### src/rtl/bus_pkg.sv
// bus_pkg: shared bus widths, slave address map and DMA master state encoding.
package bus_pkg;
    localparam int ADDR_W = 8;
    localparam int DATA_W = 64;
    localparam logic [7:0] S0_BASE = 8'h00;
    localparam logic [7:0] S1_BASE = 8'h20;
    localparam logic [7:0] REGION_SIZE = 8'h20;
    typedef enum logic [2:0] {IDLE, REQ, RD, RWAIT, WR, DONE} dma_state_t;
endpackage

### src/rtl/bus_dma_master.sv
// bus_dma_master: copies a block of bus words one at a time, read into a holding register then written.
module bus_dma_master #(
    parameter int ADDR_W = 8,
    parameter int DATA_W = 64,
    parameter int LEN_W = 5,
    parameter int READ_LATENCY = 1
) (
    input  logic              clk,
    input  logic              reset,
    input  logic              start,
    input  logic [ADDR_W-1:0] src_addr,
    input  logic [ADDR_W-1:0] dst_addr,
    input  logic [LEN_W-1:0]  len,
    output logic              busy,
    output logic              done,
    output logic              m_req,
    output logic              m_wr,
    output logic [ADDR_W-1:0] m_address,
    output logic [DATA_W-1:0] m_dout,
    input  logic              m_grant,
    input  logic [DATA_W-1:0] m_din
);
    import bus_pkg::*;
    dma_state_t state, state_n;
    logic [ADDR_W-1:0] src_r, src_n, dst_r, dst_n;
    logic [LEN_W-1:0] len_r, len_n, idx, idx_n;
    logic [1:0] wcnt, wcnt_n;
    logic [DATA_W-1:0] hold, hold_n;
    always_comb begin
        state_n = state;
        src_n = src_r;
        dst_n = dst_r;
        len_n = len_r;
        idx_n = idx;
        wcnt_n = wcnt;
        hold_n = hold;
        case (state)
            IDLE: if (start) begin
                src_n = src_addr;
                dst_n = dst_addr;
                len_n = len;
                idx_n = '0;
                state_n = (len == '0) ? DONE : REQ;
            end
            REQ: state_n = m_grant ? RD : REQ;
            RD: if (!m_grant) state_n = REQ;
                else if (READ_LATENCY == 0) begin
                    hold_n = m_din;
                    state_n = WR;
                end else begin
                    wcnt_n = 2'(READ_LATENCY - 1);
                    state_n = RWAIT;
                end
            RWAIT: if (!m_grant) state_n = REQ;
                else if (wcnt == 2'd0) begin
                    hold_n = m_din;
                    state_n = WR;
                end else wcnt_n = wcnt - 2'd1;
            // a write without grant did not happen, so the word restarts from its read
            WR: if (!m_grant) state_n = REQ;
                else if (idx == len_r - LEN_W'(1)) state_n = DONE;
                else begin
                    idx_n = idx + LEN_W'(1);
                    state_n = RD;
                end
            default: state_n = IDLE;
        endcase
    end
    always_ff @(posedge clk or posedge reset) begin
        if (reset) begin
            state <= IDLE;
            src_r <= '0;
            dst_r <= '0;
            len_r <= '0;
            idx <= '0;
            wcnt <= '0;
            hold <= '0;
            busy <= 1'b0;
            done <= 1'b0;
            m_req <= 1'b0;
            m_wr <= 1'b0;
            m_address <= '0;
            m_dout <= '0;
        end else begin
            state <= state_n;
            src_r <= src_n;
            dst_r <= dst_n;
            len_r <= len_n;
            idx <= idx_n;
            wcnt <= wcnt_n;
            hold <= hold_n;
            busy <= state_n inside {REQ, RD, RWAIT, WR};
            done <= state_n == DONE;
            m_req <= state_n inside {REQ, RD, RWAIT, WR};
            m_wr <= state_n == WR;
            m_address <= (state_n == RD || state_n == RWAIT) ? src_n + ADDR_W'(idx_n) :
                         (state_n == WR) ? dst_n + ADDR_W'(idx_n) : '0;
            m_dout <= (state_n == WR) ? hold_n : '0;
        end
    end
endmodule

### config.mk
export PLATFORM = sky130hd
export DESIGN_NAME = bus_dma_master
export DESIGN_NICKNAME = d
export VERILOG_FILES = /design/src/rtl/bus_pkg.sv /design/src/rtl/bus_dma_master.sv
export SDC_FILE = /design/constraint.sdc
export NUM_CORES = 1
export LEC_CHECK = 0
export CAP_MARGIN = 20
export CORE_MARGIN = 3
export CORE_UTILIZATION = 43
export DETAILED_ROUTE_END_ITERATION = 10
export HOLD_SLACK_MARGIN = 0.02
export PLACE_DENSITY_LB_ADDON = 0.05
export SYNTH_ARGS = -nofsm -noshare
export SYNTH_HDL_FRONTEND = slang
export SYNTH_SLANG_ARGS = --single-unit
### constraint.sdc
create_clock -name clk -period 4.65 [get_ports clk]
set_input_delay 1.395 -clock clk [delete_from_list [all_inputs] [get_ports clk]]
set_output_delay 1.395 -clock clk [all_outputs]
set_load 0.005 [all_outputs]
==> key figures <==
Run
  • MaxCap Viol Count: 0

Logic synthesis
  • Cell variety after synth: 45
  • Mapped Area: 0.00436 mm^2
  • Post-synth EDFFs: 0
  • Synthesized net count: 484
  • Share of the synthesized area in the top cell type: 0.608
  • Primary flip-flop cell chosen by synthesis mapping: dfrtp_1
  • Syn. warnings: 0
  • Register area share after synthesis: 0.608
  • Avg Inst Size Synth: 11.5 um^2
  • Synth Register Bits: 106
  • Synth area leaders: dfrtp_1 61%, and3_1 9.3%, nand2_1 4.9%
  • Asr flop ratio synth: 1.00
  • Biggest area consumer among synthesized cells: dfrtp_1
  • Most used standard cell by instance count after synthesis: dfrtp_1
  • Cells after Synth: between 300 and 400
  • Synth top cells by count: 106 x dfrtp_1, 65 x and3_1, 57 x nand2_1

Clock network
  • Num CTS Buffers: 9
  • Worst-path clk slew: ~100 ps
  • Post-CTS Setup Repair Bufs: 0
  • Max clock buf depth: 2
  • CTS sink cnt: 106
  • H-Tree Depth: 3
  • CTS tree: built
  • Cts repair resizes: 0
  • Clock latency on the worst-skew pair: roughly 360 ps
  • Hold-fix buffers, CTS: 0
  • Root Buffer: clkbuf_8

Drt
  • DRT Wirelength: 11700 um
  • Drt first-iter violations: 130
  • TritonRoute pass-1 iters: 6
  • Antenna Nets Post-Route: 0
  • DR vias: between 3000 and 4000
  • WL per Instance: approximately 17 um
  • Vias per cell: 4.99
  • DRC violations left: 0

Hold path
  • Worst hold path class: flip-flop to flip-flop

Global route
  • Global-route wire length before repair: 18300 um
  • GRT Residual Overflow: 0
  • All-Layer GR Usage: 0.207
  • Maximum number of pins on one net before global-route repair: 68
  • Number of global-route vias before repair: 3406
  • Initial antenna violation count: 0

Worst setup path
  • Crit start category: input pin
  • Crit Path Class: input pin to flip-flop
  • Crit. End Element: flip-flop
  • Worst EP arrival: 4410 ps
  • Critical path fanouts, max: 8
  • CP Data Required Time: 4930 ps

STA
  • Hold slack: 497 ps
  • RSZ-0062 raised after global routing: no
  • Min cycle time layout: 4130 ps
  • Final period util: 0.888
  • Clock Skews: between 10 and 15 ps
  • Final setup fails: 0
  • Final slew viol count: 0
  • Final Hold Viols: 0
  • Setup TNS: 0 ps
  • Fmax: 0.242 GHz
  • Relative slew slack: 0.367
  • Worst slew pin tran: ~950 ps

Placed design
  • Placed Cells incl. Taps: 662
  • Gp weighted congestion: 0.836
  • Port Buffers: 164
  • Final HPWL DP: just under 9000 um

Final layout
  • Fraction of layout cells with a size suffix above 1: 0.0661
  • Finished Core Util: 0.648
  • Fin cells: a little under 700
  • NumNets Final: 644
  • Synthesis-to-finish area growth: 46.0%
  • # diodes: 0

Pwr
  • Clock share of power: 0.216
  • P_int: around 0.0019 W
  • Part of the power in combinational logic: 0.357
  • Switch Pwr: between 0.0009 and 0.001 W
  • Switching Share: 0.334
  • PD cells: 447 mW/mm^2
  • Sequential power share: 0.427
  • Lkg Pwr: 3.16 nW
  • Total Power: 0.00285 W
  • Max VDD drop: 243 uV

Floorplan
  • Cell row count: 36
  • Die footprint: 0.0114 mm^2
  • Io pins: ~170
  • Initial core utilization: 0.444
  • Core outline area: 0.00982 mm^2
  • Die Y-Extent: 107 um
  • Die outline width: 107 um

Status
  • Outcome: complete, no violations
==> cells in the final DEF, fill, tap and decap left out, drive strengths merged, types with 2 or more instances in the layout <==
cell type / Yosys / layout
nor2b: 5 / 5
a211oi: 2 / 2
nor2: 3 / 3
a311oi: 2 / 2
dfrtp: 106 / 106
nor3: 6 / 6
or2: 2 / 2
nand2b: 3 / 3
o31ai: 3 / 3
o211ai: 3 / 3
o22ai: 5 / 5
clkdlybuf4s50: 0 / 164
nand2: 57 / 57
ha: 13 / 13
a21o: 4 / 4
xor2: 8 / 8
nand3: 5 / 5
mux2: 2 / 2
xnor2: 8 / 8
clkbuf: 20 / 10
and2b: 2 / 2
inv: 14 / 18
mux2i: 3 / 3
fa: 2 / 2
o21ai: 14 / 14
a21oi: 3 / 3
buf: 3 / 8
and3: 65 / 65
a22o: 4 / 4
==> critical path: stages <==
cell	delay, ps
clkdlybuf4s50_1	490
nand3_1	100
or2_1	340
o21ai_0	420
ha_1	300
inv_1	70
fa_1	410
nor2b_1	120
o21ai_0	110
a21boi_0	240
o21ai_0	140
xnor2_1	140
o22ai_1	150
==> sequential cells by signal, indices dropped and copies added (netlist names) <==
name       flops
idx            5
dst_r          8
wcnt           2
src_r          8
done           1
len_r          5
m_wr           1
m_req          1
m_address      8
state          3
m_dout        64
==> kinds of logic (layout without fill, tap and decap cells) <==
family                     count (synthesis)  after routing  share of synthesized area
and+or+nand+nor                          156            156                      0.194
DFF                                      106            106                      0.608
AOI/OAI and AO/OA                         45             45                     0.0706
buffers and inverters                     37            202                     0.0367
xor gates and xnor gates                  16             16                     0.0321
adders and majority gates                 15             15                     0.0465
muxes                                      5              5                     0.0121
==> layer usage <==
layer / part of all wire / up-vias / track usage
met5: 0 / - / 0
met1: 0.42 / 1641 / 0.264
li1: - / 1612 / -
met3: 0.075 / 11 / 0.0542
met4: 0.014 / 0 / 0.0493
met2: 0.49 / 118 / 0.354
==> through the flow <==
stage                     worst slack [ps]  instance area [um^2]
after detailed placement               149                  6150
after floorplan                        466                  4360
after CTS                              535                  6370
final                                  519                  6370
after global placement                 290                  6150
after global routing                   241                  6370
==> area by class of cell <==
type / instances / area, um^2
flip-flops and latches: 106 / 2650
fillers: 812 / 3450
repair buffers: 172 / 1710
clock buffers: 10 / 138
clock inverters: 6 / 81.3
multi-input cells: 237 / 1560
well taps: 133 / 166
inverters: 14 / 57.6
==> worst paths after layout <==
path | startpoint | endpoint | slack [ps] | cells after the start
max in group asynchronous | reset | m_dout[2] | 2450 | 3
min | src_r[3] | src_r[3] | 500 | 2
min reg2reg | src_r[3] | src_r[3] | 500 | 2
max reg2reg | len_r[0] | m_address[6] | 690 | 17
max | m_grant | m_address[6] | 520 | 13
min in group asynchronous | reset | m_dout[18] | 1460 | 2
==> power by group through the flow <==
stage / combinational (W) / sequential, W / clock [W]
floorplan: 0.000578 / 0.00122 / 0
global placement: 0.000997 / 0.00123 / 0
detailed placement: 0.00102 / 0.00124 / 0
CTS: 0.00103 / 0.00122 / 0.000633
global route: 0.00112 / 0.00124 / 0.000669
finish: 0.00102 / 0.00122 / 0.000614
Power figures use the tool's default switching activity.
